## config.mk

```make
export PLATFORM = sky130hd
export DESIGN_NAME = mac_result_unloader
export DESIGN_NICKNAME = d
export VERILOG_FILES = /design/src/rtl/mm_accel_pkg.sv /design/src/rtl/acc_word_select.sv /design/src/rtl/mac_result_unloader.sv
export SDC_FILE = /design/constraint.sdc
export NUM_CORES = 1
export LEC_CHECK = 0
export BUFFER_PORTS_ARGS = -buffer_cell sky130_fd_sc_hd__clkbuf_2
export CAP_MARGIN = 40
export CORE_ASPECT_RATIO = 1.1
export CORE_MARGIN = 10
export CORE_UTILIZATION = 47
export CTS_CLUSTER_DIAMETER = 100
export CTS_CLUSTER_SIZE = 40
export DETAILED_ROUTE_END_ITERATION = 10
export PLACE_DENSITY = 0.74
export SLEW_MARGIN = 40
export SYNTH_ARGS = -nofsm -noshare
export SYNTH_HDL_FRONTEND = slang
export SYNTH_HIERARCHICAL = 1
export SYNTH_SLANG_ARGS = --single-unit
```

## constraint.sdc

```tcl
create_clock -name clk -period 1.3 [get_ports clk]
set_input_delay 0.195 -clock clk [delete_from_list [all_inputs] [get_ports clk]]
set_output_delay 0.195 -clock clk [all_outputs]
set_load 0.05 [all_outputs]
```

## src/rtl/mm_accel_pkg.sv

```systemverilog
// Shared constants, state encoding and index helper for the matrix multiplication accelerator.
package mm_accel_pkg;

    localparam int unsigned ACC_W  = 10;
    localparam int unsigned OPND_W = 4;

    typedef enum logic {
        ST_IDLE   = 1'b0,
        ST_STREAM = 1'b1
    } state_e;

    function automatic int unsigned row_major_idx(input int unsigned r, input int unsigned c,
                                                  input int unsigned n);
        return r * n + c;
    endfunction

endpackage

```

## src/rtl/acc_word_select.sv

```systemverilog
// Combinational N*N:1 mux picking one ACC_W-bit word out of a flattened snapshot.
module acc_word_select
    import mm_accel_pkg::*;
#(
    parameter int unsigned N     = 2,
    parameter int unsigned ACC_W = mm_accel_pkg::ACC_W,
    parameter int unsigned IDX_W = 2
) (
    input  logic [N*N*ACC_W-1:0] words,
    input  logic [IDX_W-1:0]     sel,
    output logic [ACC_W-1:0]     word
);

    always_comb begin
        word = '0;
        for (int unsigned r = 0; r < N; r++) begin
            for (int unsigned c = 0; c < N; c++) begin
                if (sel == IDX_W'(row_major_idx(r, c, N))) begin
                    word = words[row_major_idx(r, c, N)*ACC_W +: ACC_W];
                end
            end
        end
    end

endmodule

```

## src/rtl/mac_result_unloader.sv

```systemverilog
// Snapshots the MAC accumulators on start, clears them, then streams words row-major.
// Optional macro RESULT_PARITY_EN adds an even-parity bit alongside each streamed word.
module mac_result_unloader
    import mm_accel_pkg::*;
#(
    parameter int unsigned N     = 2,
    parameter int unsigned ACC_W = mm_accel_pkg::ACC_W,
    parameter int unsigned IDX_W = 2
) (
    input  logic                 clk,
    input  logic                 rst_n,
    input  logic                 start,
    input  logic [N*N*ACC_W-1:0] acc_flat,
    input  logic                 out_ready,
    output logic                 out_valid,
    output logic [ACC_W-1:0]     out_data,
    output logic [IDX_W-1:0]     out_index,
    output logic                 out_last,
    output logic                 acc_clear,
    output logic                 busy,
`ifdef RESULT_PARITY_EN
    output logic                 out_parity,
`endif
    output logic                 done
);

    localparam logic [IDX_W-1:0] LAST_IDX = IDX_W'(N * N - 1);

    state_e               state_q;
    logic [IDX_W-1:0]     idx_q;
    logic [N*N*ACC_W-1:0] snap_q;
    logic [ACC_W-1:0]     sel_word;

    acc_word_select #(
        .N     (N),
        .ACC_W (ACC_W),
        .IDX_W (IDX_W)
    ) u_sel (
        .words (snap_q),
        .sel   (idx_q),
        .word  (sel_word)
    );

    always_ff @(posedge clk or negedge rst_n) begin
        if (!rst_n) begin
            state_q   <= ST_IDLE;
            idx_q     <= '0;
            snap_q    <= '0;
            acc_clear <= 1'b0;
            done      <= 1'b0;
        end else begin
            acc_clear <= 1'b0;
            done      <= 1'b0;
            case (state_q)
                ST_IDLE: begin
                    if (start) begin
                        snap_q    <= acc_flat;
                        idx_q     <= '0;
                        state_q   <= ST_STREAM;
                        acc_clear <= 1'b1;
                    end
                end
                ST_STREAM: begin
                    // out_valid is implied in this state, so ready alone completes a handshake
                    if (out_ready) begin
                        if (idx_q == LAST_IDX) begin
                            idx_q   <= '0;
                            state_q <= ST_IDLE;
                            done    <= 1'b1;
                        end else begin
                            idx_q <= idx_q + 1'b1;
                        end
                    end
                end
            endcase
        end
    end

    assign out_valid = (state_q == ST_STREAM);
    assign busy      = out_valid;
    assign out_data  = out_valid ? sel_word : '0;
    assign out_index = idx_q;
    assign out_last  = out_valid && (idx_q == LAST_IDX);

`ifdef RESULT_PARITY_EN
    assign out_parity = ^out_data;
`endif

endmodule

```

==> qor.csv <==
stage,metric,value,unit
outcome,status,finished with violations,
outcome,violations,negative setup slack,
drt,firstDrtPassIters,4,
floorplanning,die_w,85.5,um
synthesis,yosys_warnings,6,
synthesis,syn-mean-instance-area,17.7,um2
synthesis,yosysTopAreaCellShare,50.8,%
floorplanning,die_area,0.00787,mm2
placed_design,gp_congestion,0.751,
power_and_ir_drop,switching_share,35.9,%
finish,n_fill_cell,313,
critical_path,rrSetupSlack,-230,ps
critical_path,rr_startpoint,out_index[0],
critical_path,worstPathArrival,1690,ps
power_and_ir_drop,p_int,6.84,mW
sta,slew_headroom,81.3,%
drt,drt_iter0_markers,65,
synthesis,ys_top_cells_by_area,"dfrtp_1, mux2_4, mux4_2",
sta,fin_ws,-582,ps
drt,vias,1444,
sta,fin_crit,1880,ps
floorplanning,start_util,48.0,%
grt,grt_pass1_wl,8710,um
grt,grt_max_degree,46,
power_and_ir_drop,clkPwrFrac,8.7,%
grt,antenna_found_initial,0,
cts,clk_latency,290,ps
finish,fin_area,0.00332,mm2
drt,wl_per_cell,19.7,um
flow_run,maxCapViolCount,0,
worst_hold_path,whs_endpoint,snap_q[21],
critical_path,rr_endpoint,out_index[1],
synthesis,synthFlopType,dfrtp_1,
finish,fin_nets,273,
power_and_ir_drop,pwr-share-comb,67.6,%
critical_path,slowest_stage,mux4_2,
critical_path,slowest_delay,500,ps
floorplanning,coreArea,0.00462,mm2
critical_path,startpoint_type,flip-flop,
worst_hold_path,hold_class,in -> reg,
placed_design,dpl.hpwl,3620,um
synthesis,syn-cell-area,0.00222,mm2
placed_design,io_buffers,60,
placed_design,dpl_cell_area,0.00280,mm2
drt,drcViolationCount,0,
synthesis,ys_async_sr_fraction,100,%
power_and_ir_drop,powerDensity,3220,mW/mm2
grt,grt_pass1_vias,1748,
critical_path,required,1110,ps
sta,period_share,145,%
synthesis,yosysSeqAreaShare,50.8,%
critical_path,crit_fanout,3,
critical_path,crit_buf_inv,2,
finish,final_layout_size_suffix_gt1_share,79.0,%
sta,slew_violations,0,
critical_path,cp_cell_sequence,"buf_6, mux4_2, and2_4, clkbuf_16",
sta,fin_setup_tns,-7330,ps
critical_path,reg2reg_depth,5,
cts,cts_root_buffer,clkbuf_8,
power_and_ir_drop,p_leak,1.62,nW
cts,cts-buffers-inserted,5,
sta,setup_viol,41,
cts,clkTransAtPathRegs,80,ps
power_and_ir_drop,total_power,10.7,mW
finish,insertedDiodeCount,0,
critical_path,worstSetupPathType,reg -> out,
power_and_ir_drop,p_sw,3.83,mW
synthesis,synth.distinct_cells,19,
floorplanning,rows,26,
synthesis,yosys-top-cells-count,"dfrtp_1, mux2_4, mux4_2, and2_1, buf_12",
worst_hold_path,whs_path_depth,2,
synthesis,yosysMostFrequentCell,dfrtp_1,
cts,cts.htree.levels,2,
power_and_ir_drop,irDropWorstVdd,0.00219,V
grt,grt-ovfl-total,0,
cts,cts_tree,built,
sta,fin_skew,2.61,ps
worst_hold_path,min_from,acc_flat[21],
floorplanning,fp.dieH,92.1,um
synthesis,synth_top_area_cell,dfrtp_1,
floorplanning,io_pins,61,
synthesis,syn-num-nets,170,
drt,via_per_inst,5.07,
synthesis,ys_ff_latch,45,
grt,grt_use_total,13.8,%
cts,cts.path.max_buffers,2,
sta,rsz0062_at_grt,true,
drt,antenna_left,0,
synthesis,syn_inst,125,
sta,hold_viol_final,0,
sta,max_freq,0.531,GHz
cts,cts.sinks,45,
critical_path,end_kind,output port,
drt,wl,5630,um
power_and_ir_drop,pwr-share-seq,23.7,%
placed_design,placed_cells,265,
synthesis,synth_edf_count,0,
finish,syn_to_final_growth,49.6,%
sta,worst_pin_slew,282,ps
critical_path,path_delay_family,multiplexers,
finish,final_cell_count_no_fill,285,
logic make-up after synthesis:
family | share of synthesized area [%]
buf+inv | 5.36
flops | 50.8
fa+ha+maj | 0.564
simple gates | 4.63
xor+xnor | 0.395
compound gates | 0.733
mux | 37.6
worst max-delay path by stage:
stage / startpoint / endpoint / cells past startpoint
global route: out_index[0] / out_data[4] / 4
detailed placement: out_index[0] / out_data[4] / 3
finish: out_index[0] / out_data[4] / 4
CTS: out_index[0] / out_data[5] / 4
global placement: out_index[0] / out_data[2] / 3
floorplan: out_index[0] / out_data[1] / 3
area by class of cell:
| class | count | area (um2) | area share, % |
|---|---|---|---|
| flip-flops and latches | 45 | 1130 | 34.1 |
| multi-input cells | 71 | 1030 | 31.0 |
| repair buffers | 105 | 985 | 29.7 |
| clock buffers | 7 | 96.3 | 2.90 |
| well taps | 56 | 70.1 | 2.11 |
| clock inverters | 1 | 5.00 | 0.151 |
timing repair:
action | in CTS | in global routing
setup endpoints to repair | 18 | 43
gates resized for setup | 39 | 18
setup buffers | 6 | 1
pin swaps | 4 | 5
hold buffers | 1 | 0
endpoints found under the hold margin | 45 | 0
gates cloned | 0 | 4
flip-flops by register name (all words and copies together), names as in the netlist:
| signal | count |
|---|---|
| snap_q | 40 |
| out_index | 2 |
| acc_clear | 1 |
| busy | 1 |
| done | 1 |
power by group through the flow:
| stage | logic (mW) | clock network, mW | registers [mW] |
|---|---|---|---|
| final | 7.21 | 0.930 | 2.53 |
| after floorplan | 3.97 | 0 | 2.61 |
| after CTS | 6.80 | 0.951 | 2.51 |
| after detailed placement | 5.41 | 0 | 2.68 |
| after global routing | 7.57 | 1.02 | 2.61 |
| after global placement | 5.27 | 0 | 2.63 |
placed cells by master (no fill, tap or decap):
cell type / instances
dfrtp_2: 2
buf_12: 6
clkbuf_4: 1
clkbuf_8: 9
clkinv_2: 1
nor2_1: 1
clkbuf_16: 8
and3_4: 1
nor2_2: 1
buf_4: 30
a22o_1: 1
dlygate4sd3_1: 1
nor2b_4: 1
nor3b_1: 1
clkbuf_2: 45
ha_4: 1
dfrtp_1: 42
xor2_1: 1
a21o_1: 1
and2_4: 11
mux2_4: 41
buf_8: 9
mux4_2: 10
dfrtp_4: 1
buf_6: 3
through the flow:
stage          util (%)  setup slack [ps]  hold WS [ps]
2_1_floorplan         -              -353          -101
3_3_place_gp       60.7              -459           192
3_5_place_dp       60.7              -485           199
4_1_cts            68.4              -604           121
5_1_grt            71.8              -652           120
6_report           71.8              -582           130
routing by layer:
| layer | track usage (%) | routed length, um | vias to the layer above |
|---|---|---|---|
| met4 | 3.71 | 30 | 0 |
| li1 | - | - | 656 |
| met5 | 0 | 0 | - |
| met3 | 6.19 | 407 | 4 |
| met2 | 23.8 | 2980 | 46 |
| met1 | 15.1 | 2210 | 738 |
Power figures use the tool's default switching activity.
